<file path="src/rtl/if_stage_pkg.sv">
// Shared pipeline definitions for the fetch stage and its consumers.
// Holds widths, the NOP encoding, fetch FSM states and the IF/ID bundle.
package if_stage_pkg;

    localparam int XLEN   = 64;
    localparam int INST_W = 32;

    localparam logic [INST_W-1:0] NOP_INST = 32'h0000_0013;

    typedef logic [1:0] fetch_state_t;

    localparam fetch_state_t RUN   = 2'd0;
    localparam fetch_state_t HALT  = 2'd1;
    localparam fetch_state_t FAULT = 2'd2;

    typedef struct packed {
        logic [XLEN-1:0]   pc;
        logic [INST_W-1:0] inst;
        logic              valid;
    } if_id_t;

    function automatic logic misaligned(input logic [XLEN-1:0] addr);
        return addr[1:0] != 2'b00;
    endfunction

endpackage

</file>
<file path="src/rtl/if_stage_if.sv">
// Control, instruction-memory and IF/ID signals of the fetch stage.
// The slave side is the fetch stage; the master side is its environment.
interface if_stage_if;
    import if_stage_pkg::*;

    logic              stall;
    logic              redirect;
    logic [XLEN-1:0]   redirect_pc;
    logic [XLEN-1:0]   imem_addr;
    logic [INST_W-1:0] imem_inst;
    logic [XLEN-1:0]   ifid_pc;
    logic [INST_W-1:0] ifid_inst;
    logic              ifid_valid;
    logic              halted;
    logic              fault;

    modport slave (
        input  stall,
        input  redirect,
        input  redirect_pc,
        input  imem_inst,
        output imem_addr,
        output ifid_pc,
        output ifid_inst,
        output ifid_valid,
        output halted,
        output fault
    );

    modport master (
        output stall,
        output redirect,
        output redirect_pc,
        output imem_inst,
        input  imem_addr,
        input  ifid_pc,
        input  ifid_inst,
        input  ifid_valid,
        input  halted,
        input  fault
    );

endinterface

</file>
<file path="src/rtl/if_stage_if_id_reg.sv">
// IF/ID pipeline register with hold and squash controls.
// Squash wins over hold; a squash keeps the stale pc but drops the word.
module if_stage_if_id_reg
    import if_stage_pkg::*;
#(
    parameter logic [INST_W-1:0] NOP = NOP_INST
) (
    input  logic   clk,
    input  logic   reset_n,
    input  logic   hold,
    input  logic   squash,
    input  if_id_t d,
    output if_id_t q
);

    always_ff @(posedge clk or negedge reset_n) begin
        if (!reset_n) begin
            q.pc    <= '0;
            q.inst  <= NOP;
            q.valid <= 1'b0;
        end else if (squash) begin
            q.inst  <= NOP;
            q.valid <= 1'b0;
        end else if (!hold) begin
            q <= d;
        end
    end

endmodule

</file>
<file path="src/rtl/if_stage.sv">
// Instruction-fetch stage: owns the PC, fetch FSM and the IF/ID register.
// Redirects beat stalls; fetching past the last word halts until redirected.
module if_stage
    import if_stage_pkg::*;
#(
    parameter logic [XLEN-1:0]   RESET_PC  = 64'h0,
    parameter int                MEM_BYTES = 96,
    parameter logic [INST_W-1:0] NOP       = NOP_INST
) (
    input  logic     clk,
    input  logic     reset_n,
    if_stage_if.slave bus
);

    localparam logic [XLEN-1:0] LAST_PC = XLEN'(MEM_BYTES - 4);

    fetch_state_t    state_q;
    fetch_state_t    state_d;
    logic [XLEN-1:0] pc_q;
    logic [XLEN-1:0] pc_d;
    logic            hold;
    logic            squash;
    if_id_t          fetch_d;
    if_id_t          ifid_q;

    always_comb begin
        state_d       = state_q;
        pc_d          = pc_q;
        hold          = 1'b0;
        squash        = 1'b0;
        fetch_d.pc    = pc_q;
        fetch_d.inst  = bus.imem_inst;
        fetch_d.valid = 1'b1;
        unique case (1'b1)
            (state_q == FAULT): begin
                squash = 1'b1;
            end
            (state_q == HALT): begin
                squash = 1'b1;
                if (bus.redirect) begin
                    if (misaligned(bus.redirect_pc)) begin
                        state_d = FAULT;
                    end else begin
                        pc_d    = bus.redirect_pc;
                        state_d = RUN;
                    end
                end
            end
            (state_q == RUN): begin
                if (bus.redirect) begin
                    squash = 1'b1;
                    if (misaligned(bus.redirect_pc)) begin
                        state_d = FAULT;
                    end else begin
                        pc_d = bus.redirect_pc;
                    end
                end else if (bus.stall) begin
                    hold = 1'b1;
                end else if (pc_q <= LAST_PC) begin
                    pc_d = pc_q + 64'd4;
                end else begin
                    // Never let an out-of-range word reach decode
                    state_d = HALT;
                    squash  = 1'b1;
                end
            end
            default: begin
                state_d = FAULT;
                squash  = 1'b1;
            end
        endcase
    end

    always_ff @(posedge clk or negedge reset_n) begin
        if (!reset_n) begin
            state_q <= RUN;
            pc_q    <= RESET_PC;
        end else begin
            state_q <= state_d;
            pc_q    <= pc_d;
        end
    end

    if_stage_if_id_reg #(
        .NOP(NOP)
    ) u_if_id_reg (
        .clk    (clk),
        .reset_n(reset_n),
        .hold   (hold),
        .squash (squash),
        .d      (fetch_d),
        .q      (ifid_q)
    );

    assign bus.imem_addr  = pc_q;
    assign bus.ifid_pc    = ifid_q.pc;
    assign bus.ifid_inst  = ifid_q.inst;
    assign bus.ifid_valid = ifid_q.valid;
    assign bus.halted     = (state_q == HALT);
    assign bus.fault      = (state_q == FAULT);

endmodule

</file>
<file path="src/flat_wrapper.sv">
// flat-port wrapper written by rule: the top's interface ports become plain ports
module if_stage_flat import if_stage_pkg::*;
#(
    parameter logic [XLEN-1:0]   RESET_PC  = 64'h0,
    parameter int                MEM_BYTES = 96,
    parameter logic [INST_W-1:0] NOP       = NOP_INST
)
  (clk, reset_n, bus_stall, bus_redirect, bus_redirect_pc, bus_imem_inst, bus_imem_addr, bus_ifid_pc, bus_ifid_inst, bus_ifid_valid, bus_halted, bus_fault);
  if_stage_if bus_i ();
  input  logic clk;
  input  logic reset_n;
  input wire logic [$bits(bus_i.stall)-1:0] bus_stall;
  input wire logic [$bits(bus_i.redirect)-1:0] bus_redirect;
  input wire logic [$bits(bus_i.redirect_pc)-1:0] bus_redirect_pc;
  input wire logic [$bits(bus_i.imem_inst)-1:0] bus_imem_inst;
  output wire logic [$bits(bus_i.imem_addr)-1:0] bus_imem_addr;
  output wire logic [$bits(bus_i.ifid_pc)-1:0] bus_ifid_pc;
  output wire logic [$bits(bus_i.ifid_inst)-1:0] bus_ifid_inst;
  output wire logic [$bits(bus_i.ifid_valid)-1:0] bus_ifid_valid;
  output wire logic [$bits(bus_i.halted)-1:0] bus_halted;
  output wire logic [$bits(bus_i.fault)-1:0] bus_fault;
  assign bus_i.stall = bus_stall;
  assign bus_i.redirect = bus_redirect;
  assign bus_i.redirect_pc = bus_redirect_pc;
  assign bus_i.imem_inst = bus_imem_inst;
  assign bus_imem_addr = bus_i.imem_addr;
  assign bus_ifid_pc = bus_i.ifid_pc;
  assign bus_ifid_inst = bus_i.ifid_inst;
  assign bus_ifid_valid = bus_i.ifid_valid;
  assign bus_halted = bus_i.halted;
  assign bus_fault = bus_i.fault;
  if_stage #(.RESET_PC(RESET_PC), .MEM_BYTES(MEM_BYTES), .NOP(NOP)) u_core (.clk(clk), .reset_n(reset_n), .bus(bus_i));
endmodule
</file>
<file path="config.mk">
export PLATFORM = sky130hd
export DESIGN_NAME = if_stage_flat
export DESIGN_NICKNAME = d
export VERILOG_FILES = /design/src/rtl/if_stage_pkg.sv /design/src/rtl/if_stage_if.sv /design/src/rtl/if_stage_if_id_reg.sv /design/src/rtl/if_stage.sv /design/src/flat_wrapper.sv
export SDC_FILE = /design/constraint.sdc
export NUM_CORES = 1
export LEC_CHECK = 0
export ABC_CLOCK_PERIOD_IN_PS = 4900
export BUFFER_PORTS_ARGS = -buffer_cell sky130_fd_sc_hd__buf_2
export CAP_MARGIN = 0
export CORE_MARGIN = 2
export CORE_UTILIZATION = 39
export CTS_CLUSTER_DIAMETER = 30
export DETAILED_ROUTE_END_ITERATION = 10
export PLACE_DENSITY = 0.73
export SLEW_MARGIN = 10
export SYNTH_ARGS = -nofsm -noshare
export SYNTH_HDL_FRONTEND = slang
export SYNTH_SLANG_ARGS = --single-unit
</file>
<file path="constraint.sdc">
create_clock -name clk -period 4.9 [get_ports clk]
set_input_delay 0.245 -clock clk [delete_from_list [all_inputs] [get_ports clk]]
set_output_delay 0.245 -clock clk [all_outputs]
set_load 0.01 [all_outputs]
</file>
==> results of run 1 <==
==> per-layer routing <==
metal | routed length [um] | up-vias | share of wire | global-route usage
met5 | 13 | - | 0.00064 | 0
met4 | 604 | 2 | 0.030 | 0.1023
met3 | 1521 | 40 | 0.075 | 0.05556
met2 | 9315 | 280 | 0.46 | 0.3438
met1 | 8769 | 2853 | 0.43 | 0.3117
li1 | - | 2763 | - | -
==> metrics by stage <==
stage / total power, mW / setup WS (ns) / area [um2]
final: 3.198 / 1.963 / 8971
after global routing: 3.335 / 1.747 / 8966
after CTS: 3.228 / 2.010 / 8964
after detailed placement: 1.875 / 2.027 / 8189
after global placement: 1.867 / 1.985 / 8189
after floorplan: 1.673 / 2.916 / 6659
==> what timing repair did <==
item	CTS	global route
endpoints found under the hold margin	30	0
endpoints found under the setup margin	0	0
hold buffers	17	0
==> power by group <==
part | internal, mW | switching [mW]
clock network | 0.691 | 0.645
logic | 0.160 | 0.181
registers | 1.41 | 0.111
total | 2.26 | 0.937
==> cell usage in the layout (no fill, tap or decap), types with 9 or more instances in the layout <==
| cell | synthesis | layout |
|---|---|---|
| o22a_1 | 13 | 13 |
| nor4_1 | 15 | 15 |
| a21oi_1 | 17 | 17 |
| nand4_1 | 18 | 18 |
| nor3_1 | 9 | 9 |
| nand2_1 | 164 | 164 |
| nor2_1 | 25 | 23 |
| buf_2 | 7 | 261 |
| o21ai_0 | 10 | 10 |
| buf_4 | 0 | 9 |
| dlygate4sd3_1 | 0 | 17 |
| dfrtp_1 | 160 | 160 |
| and2_1 | 60 | 60 |
| nand3_1 | 16 | 15 |
| clkbuf_16 | 0 | 17 |
| a22o_1 | 33 | 33 |
==> logic make-up (layout without fill, tap and decap cells) <==
family,count (synthesis),after routing,synth area share
fa+ha+maj,1,1,0.001879
compound gates,99,99,0.1120
other cells,0,3,0
flops,163,163,0.6131
simple gates,330,330,0.2409
mux,7,7,0.01052
buf+inv,36,321,0.02161
==> sequential cells by signal, indices dropped and copies added (netlist names) <==
signal                cells
u_core.bus.imem_addr     64
u_core.state_q            2
u_core.u_if_id_reg.q     97
==> critical path: cells and delay by family (launching register included) <==
kind / cells / cell delay (ns)
and+or+nand+nor: 4 / 1.89
DFF: 1 / 0.44
buffers and inverters: 1 / 0.35
AOI/OAI and AO/OA: 1 / 0.17
==> worst paths after layout <==
| path | startpoint | slack (ns) | cells past startpoint | to |
|---|---|---|---|---|
| max | u_core.bus.imem_addr[38] | 1.96 | 6 | u_core.u_if_id_reg.q[13] |
| min | bus_redirect_pc[39] | 0.01 | 3 | u_core.bus.imem_addr[39] |
| max reg2reg | u_core.bus.imem_addr[38] | 1.96 | 6 | u_core.u_if_id_reg.q[13] |
| min reg2reg | u_core.u_if_id_reg.q[38] | 0.47 | 2 | u_core.u_if_id_reg.q[38] |
| max in group asynchronous | reset_n | 3.51 | 3 | u_core.u_if_id_reg.q[78] |
| min in group asynchronous | reset_n | 0.20 | 2 | u_core.bus.imem_addr[59] |
==> cell type report <==
class,count,area share
Clock buffer,17,0.04742
Sequential cell,163,0.4551
Antenna cell,3,0.0008368
Inverter,1,0.0004184
Tap cell,220,0.03068
Timing Repair Buffer,288,0.1734
Clock inverter,15,0.01994
Multi-Input combinational cell,437,0.2722
==> out/results.ini, run 1 <==
[routing]
drt-total-wl_mm=20.22
first_pass_iters=5
via_count=5938
first_iter_violations=389
remaining_drc_errors=0
wl_per_cell_um=17.68
ant_nets=0
vias_per_cell=5.191

[synthesis]
synthTopCellsByCount=nand2_1 (164), dfrtp_1 (160), and2_1 (60)
syn_nets=737
synth_edf_count=0
synth_top_cell_by_area=dfrtp_1
synth_most_common_cell=nand2_1
netlist_instances=636
synth_area_mm2=0.006659
synthDominantCellAreaShare=0.6013
synth_seq_area_share=0.6131
post_synth.cell_area_avg_um2=10.47
async_reset_ff_frac=1.000
synth.area.top_cells=dfrtp_1 (60%), nand2_1 (9.2%), and2_1 (5.6%)
yosysWarnings=0
ys_ff_latch=163
ys_types=47
ys.flop_type=dfrtp_1

[grt]
grt_usage=0.2275
grt_pass1_vias=5888
antenna_found_initial=4
grt_max_degree=79
grt_pass1_wl_mm=31.94
gr-total-overflow=0

[sta]
hold_ws_ns=0.01235
finalCriticalPeriod_ns=2.937
setup_viol=0
period_share=0.5995
timing.fmax_ghz=0.3404
slew_headroom=0.2297
slew_viol_final=0
final.setup.tns_ns=0
tightestPinTransition_ns=1.147
finalHoldViolCount=0
finalClockSkew_ns=0.01216
rsz0062_at_grt=no

[place]
place_inst=1092
dpl.hpwl_mm=14.12
finalWeightedCongestion=0.8421
port_buffers=262

[layout]
multi_input_area_mm2=0.002442
final_cells=1144
area_delta_synth_final_pct=34.72
fillers=1480
post-route-util=0.5391
nets=1009
layout-drive-gt1-share=0.3464
regArea_mm2=0.004083

[power]
power.leakage_nw=4.848
p_per_area_mw_per_mm2=356.5
vdd_drop_max_uv=229.4

[critical_path]
crit_path_max_incr_delay_ns=0.89
cp-end-kind=flip-flop
arrival_ns=3.30
crit_slowest_cell=and3_1
worstPathRequired_ns=5.26
start_kind=flip-flop
cp_cell_sequence=nor4_1 -> nand4_1 -> nor2_1 -> and3_1 -> buf_4 -> a22o_1
cp_max_fo=27
crit_type=reg2reg

[floorplanning]
start_util=0.4001
core_area_mm2=0.01664
die_x_um=134.7
ioPinCount=263
row_count=47
dieArea_mm2=0.01813
fp.dieH_um=134.7

[clock_tree]
clk_latency_ns=0.43
clock_path_buffers=2
clockRootBuffer=clkbuf_16
htreeDepth=4
cts_tree=yes
cts_sinks=163
ctsResizeCount=0
clk_transition_reported_paths_ns=0.07
cts_buffers=17
post_cts_buffers=0

[run_status]
outcome=finished clean

[run]
cap_violations=0

[hold_path]
hold_path_class=in2reg

Note: power is estimated with default switching activity, not from simulation.
==> run 2: changes to the inputs <==
- ABC_CLOCK_PERIOD_IN_PS: 4900 -> 2800
- clock period: 4.9 -> 2.8 ns (I/O delays scaled with it)
==> run 2 against run 1 <==
Register-to-register slack worse by 1.7 ns. Setup slack worse by 1.7 ns. Largest cell class unchanged. Core utilization up 3.6 points. Clock-buffer cell count unchanged. Clock power up 78%. Wire length up 5.5%. Flip-flop and latch count unchanged. Sequential share of layout area down 2.8 points. Clock skew up 0.0034 ns. First-iteration DRC count up 19%.
==> out/results.ini, run 2 (synthesis results as in run 1) <==
[run_status]
outcome=finished clean

[sta]
final.setup.tns_ns=0  ; unchanged
finalClockSkew_ns=0.01556  ; +0.003404 ns
setup_viol=0  ; unchanged
period_share=0.8982  ; +0.2987
finalCriticalPeriod_ns=2.515  ; -0.4226 ns
timing.fmax_ghz=0.3976  ; +17%
slew_headroom=0.1832  ; -0.04655
slew_viol_final=0  ; unchanged
tightestPinTransition_ns=1.225  ; +0.07865 ns
fin_ws_ns=0.2851  ; -1.677 ns
rsz0062_at_grt=no
finalHoldViolCount=0  ; unchanged

[place]
dpl.hpwl_mm=14.04  ; -0.56%
finalWeightedCongestion=0.8987  ; +6.7%
pre_cts_ws_ns=0.3862  ; -1.641 ns
port_buffers=262  ; unchanged

[layout]
layout-drive-gt1-share=0.3306  ; -0.01576
nets=1065  ; +5.6%
final_common_cell=buf_2
final_cell_mix=buf_2 (261), nand2_1 (164), dfrtp_1 (160)
area_delta_synth_final_pct=43.63
largest_reg_flops=97  ; unchanged
post-route-util=0.5747  ; +0.03564
top_register=u_core.u_if_id_reg.q

[power]
power.leakage_nw=5.108  ; +5.4%
finalPower_mw=5.724  ; +79%
p_per_area_mw_per_mm2=598.5  ; +68%
vdd_drop_max_uv=403.1  ; +76%

[clock_tree]
clockRootBuffer=clkbuf_16
clk_transition_reported_paths_ns=0.07  ; about the same
clk_latency_ns=0.44  ; about the same
clock_path_buffers=2  ; unchanged
htreeDepth=4  ; unchanged
cts_buffers=17  ; unchanged
cts_tree=yes
cts_sinks=163  ; unchanged
post_cts_buffers=0  ; unchanged

[critical_path]
cp_max_fo=14  ; -48%
start_kind=flip-flop
cp-end-kind=flip-flop
worstPathRequired_ns=3.07  ; -2.19 ns
crit_type=reg2reg
arrival_ns=2.78  ; -0.52 ns

[routing]
first_pass_iters=5  ; unchanged
remaining_drc_errors=0  ; unchanged
vias_per_cell=5.246  ; +1.1%
ant_nets=0  ; unchanged
wl_per_cell_um=17.81  ; +0.77%
drt-total-wl_mm=21.34  ; +5.5%
first_iter_violations=461  ; +19%
via_count=6285  ; +5.8%

[floorplanning]
fp.dieH_um=134.7  ; unchanged
dieArea_mm2=0.01813  ; unchanged
ioPinCount=263  ; unchanged
core_area_mm2=0.01664  ; unchanged
die_x_um=134.7  ; unchanged
row_count=47  ; unchanged
start_util=0.4001  ; unchanged

[hold_path]
hold_path_class=in2reg

[grt]
gr-total-overflow=0  ; unchanged
grt_pass1_vias=6187  ; +5.1%
grt_usage=0.2380  ; +0.01046
grt_pass1_wl_mm=33.41  ; +4.6%
antenna_found_initial=2  ; -2
grt_max_degree=75  ; -5.1%

[run]
cap_violations=0  ; unchanged

[run 2: area by class of cell]
cell class                      count  area (um2)
Sequential cell                   163        4083
Antenna cell                        1       2.502
Inverter                            1       3.754
Multi-Input combinational cell    437        2442
Tap cell                          220       275.3
Clock inverter                     15       201.4
Clock buffer                       17       425.4
Timing Repair Buffer              344        2131
Fill cell                        1395        7078
[run 2: path summary, 6_finish.rpt]
check                                            to  cells after the start                      from  slack [ns]
min                         u_core.bus.imem_addr[5]                      3        bus_redirect_pc[5]        0.05
max reg2reg                u_core.bus.imem_addr[44]                      5   u_core.bus.imem_addr[2]        0.29
max in group asynchronous  u_core.u_if_id_reg.q[21]                      3                   reset_n        1.70
min in group asynchronous  u_core.bus.imem_addr[61]                      2                   reset_n        0.28
min reg2reg                u_core.u_if_id_reg.q[38]                      2  u_core.u_if_id_reg.q[38]        0.47
max                        u_core.bus.imem_addr[44]                      5   u_core.bus.imem_addr[2]        0.29
[run 2: metal layers]
metal	global-route usage	wire, um	vias up	part of all wire
li1	-	-	2880	-
met4	0.1152	767	2	0.036
met1	0.3191	8803	3018	0.41
met5	0	13	-	0.00061
met3	0.06269	1756	66	0.082
met2	0.3604	10000	319	0.47
[run 2: metrics by stage]
step / instance area, um2 / hold slack (ns) / cells
CTS: 9562 / 0.02639 / 1197
global placement: 8244 / 0.2201 / 1096
detailed placement: 8244 / 0.2213 / 1096
floorplan: 6659 / -0.1556 / 636
finish: 9564 / 0.04741 / 1198
global route: 9564 / 0.05487 / 1198
[run 2: power by group]
part,switching (mW),internal [mW],leakage [nW]
clock,1.17,1.22,0.300
sequential,0.203,2.47,2.18
combinational,0.330,0.329,2.62
total,1.70,4.02,5.11
[run 2: critical path, cell delays in order, from the launching register on]
cell,delay (ns)
dfrtp_1,0.55
ha_1,0.29
o2111a_1,0.25
nor3_2,0.10
a21oi_1,0.94
o21ai_0,0.21
[run 2: repair_timing]
action / CTS / global route
hold buffers: 69 / 0
gates resized for setup: 0 / 0
endpoints found under the hold margin: 141 / 0
==> run 3: changes to the inputs <==
- HOLD_SLACK_MARGIN: default -> 0.05
==> run 3 against run 2 <==
Core utilization rose by 0.12 points. Non-clock buffer count rose by 2. Global-route usage barely moved. First-iteration DRC count rose by 4.3%. Register-to-register slack barely moved. Total power barely moved. Combinational power barely moved. Die area did not move. Critical endpoint unchanged.
==> out/results.ini, run 3 (synthesis results as in run 1) <==
[power]
switching_share=0.2974  ; about the same
power_frac_seq=0.467  ; about the same
p_clk_frac=0.418  ; about the same
power_switching_mw=1.703  ; about the same
vdd_drop_max_uv=407.7  ; +1.2%
power_frac_comb=0.116  ; about the same
p_int_mw=4.022  ; about the same
p_per_area_mw_per_mm2=597.3  ; -0.21%
power.leakage_nw=5.119  ; +0.22%

[sta]
finalHoldViolCount=0  ; unchanged
final.setup.tns_ns=0  ; unchanged
period_share=0.8938  ; -0.004321
setup_viol=0  ; unchanged
finalClockSkew_ns=0.01469  ; -0.0008683 ns
slew_headroom=0.1828  ; -0.0004130
timing.fmax_ghz=0.3996  ; +0.48%
finalCriticalPeriod_ns=2.503  ; -0.01210 ns
rsz0062_at_grt=no
slew_viol_final=0  ; unchanged
tightestPinTransition_ns=1.226  ; +0.0006193 ns
fin_ws_ns=0.2972  ; +0.01210 ns

[critical_path]
worstSetupStartpoint=u_core.bus.imem_addr[2]
crit_slowest_cell=a21oi_1
cp-end-kind=flip-flop
crit_path_max_incr_delay_ns=0.94  ; about the same
worstPathRequired_ns=3.07  ; about the same
rr_startpoint=u_core.bus.imem_addr[2]
worstReg2RegEnd=u_core.bus.imem_addr[44]
cp_cell_sequence=ha_1 -> o2111a_1 -> nor3_2 -> a21oi_1 -> o21ai_0
arrival_ns=2.77  ; about the same
crit_type=reg2reg
r2r_cells=5  ; unchanged
r2r_slack_ns=0.30  ; about the same
start_kind=flip-flop
cp_max_fo=14  ; unchanged

[layout]
final_cell_mix=buf_2 (261), nand2_1 (164), dfrtp_1 (160)
layout-drive-gt1-share=0.3299  ; -0.0006754
nets=1067  ; +0.19%
fillers=1392  ; -0.22%
final_cells=1200  ; +0.17%
largest_reg_flops=97  ; unchanged
area_delta_synth_final_pct=43.93
final_common_cell=buf_2
multi_input_area_mm2=0.002442  ; unchanged
regArea_mm2=0.004083  ; unchanged
top_register=u_core.u_if_id_reg.q

[clock_tree]
clockRootBuffer=clkbuf_16
hold_buffers=71  ; +2.9%
post_cts_buffers=0  ; unchanged
cts_sinks=163  ; unchanged
cts_buffers=17  ; unchanged
htreeDepth=4  ; unchanged
clk_transition_reported_paths_ns=0.07  ; about the same
cts_tree=yes
ctsResizeCount=0  ; unchanged
clk_latency_ns=0.44  ; about the same
clock_path_buffers=2  ; unchanged

[routing]
first_iter_violations=481  ; +4.3%
vias_per_cell=5.284  ; +0.72%
ant_nets=0  ; unchanged
via_count=6341  ; +0.89%
remaining_drc_errors=0  ; unchanged
wl_per_cell_um=17.84  ; +0.17%
drt-total-wl_mm=21.41  ; +0.33%
first_pass_iters=5  ; unchanged

[place]
port_buffers=262  ; unchanged
finalWeightedCongestion=0.8987  ; unchanged
place_inst=1096  ; unchanged
dpl.hpwl_mm=14.04  ; unchanged
pre_cts_ws_ns=0.3862  ; unchanged

[grt]
grt_pass1_wl_mm=33.46  ; +0.15%
grt_max_degree=75  ; unchanged
grt_pass1_vias=6205  ; +0.29%
antenna_found_initial=2  ; unchanged
gr-total-overflow=0  ; unchanged
grt_usage=0.2383  ; +0.0003244

[hold_path]
hold_path_class=in2reg
hp-start=bus_redirect_pc[24]
min_to=u_core.bus.imem_addr[24]
holdPathStages=5  ; +2

[run_status]
outcome=finished clean

[floorplanning]
ioPinCount=263  ; unchanged
core_area_mm2=0.01664  ; unchanged
fp.dieH_um=134.7  ; unchanged
dieArea_mm2=0.01813  ; unchanged
row_count=47  ; unchanged
die_x_um=134.7  ; unchanged
start_util=0.4001  ; unchanged

[run]
cap_violations=0  ; unchanged

run 3: cell types whose count changed in the layout (fill, tap and decap cells not counted), sizes merged:
cell and delta:
dlygate4sd3 +2
run 3: routing by layer:
layer  up-vias  GRT usage  wire length, um
met3        66    0.06269             1875
met1      3042     0.3191             8668
met2       348     0.3615            10100
met4         2     0.1152              751
li1       2883          -                -
met5         -          0               13
run 3: worst max-delay path by stage:
| stage | endpoint | slack, ns | depth (start not counted) |
|---|---|---|---|
| final | u_core.bus.imem_addr[44] | 0.30 | 5 |
| after CTS | u_core.state_q[0] | 0.33 | 7 |
| after global routing | u_core.bus.imem_addr[44] | 0.18 | 5 |
| after global placement | u_core.bus.imem_addr[44] | 0.37 | 5 |
| after floorplan | u_core.u_if_id_reg.q[53] | 0.82 | 7 |
| after detailed placement | u_core.bus.imem_addr[44] | 0.39 | 5 |
run 3: layout make-up:
class / count / area share
diodes: 1 / 0.0002611
repair buffers: 346 / 0.2244
clock inverters: 15 / 0.02102
multi-input cells: 437 / 0.2548
inverters: 1 / 0.0003916
well taps: 220 / 0.02872
clock buffers: 17 / 0.04439
flip-flops and latches: 163 / 0.4260
run 3: metrics by stage:
stage | instance area, um2 | hold WS [ns] | utilization | power [mW]
floorplan | 6659 | -0.1556 | - | 2.928
global placement | 8244 | 0.2201 | 0.4954 | 3.274
detailed placement | 8244 | 0.2213 | 0.4954 | 3.286
CTS | 9582 | 0.06886 | 0.5757 | 5.768
global route | 9584 | 0.1041 | 0.5759 | 5.971
finish | 9584 | 0.08596 | 0.5759 | 5.725
run 3: critical path, delay by kind of cell (launching register included):
kind / cells / cell delay (ns)
flip-flops: 1 / 0.54
AND/OR/NAND/NOR: 1 / 0.10
adder cells (fa/ha/maj): 1 / 0.29
AO/OA/AOI/OAI: 3 / 1.40
run 3: power by group through the flow:
stage	Combinational, mW	Clock, mW	Sequential, mW
6_report	0.661	2.39	2.67
5_1_grt	0.729	2.55	2.69
4_1_cts	0.660	2.45	2.66
3_5_place_dp	0.580	0	2.71
3_3_place_gp	0.571	0	2.70
2_1_floorplan	0.225	0	2.70
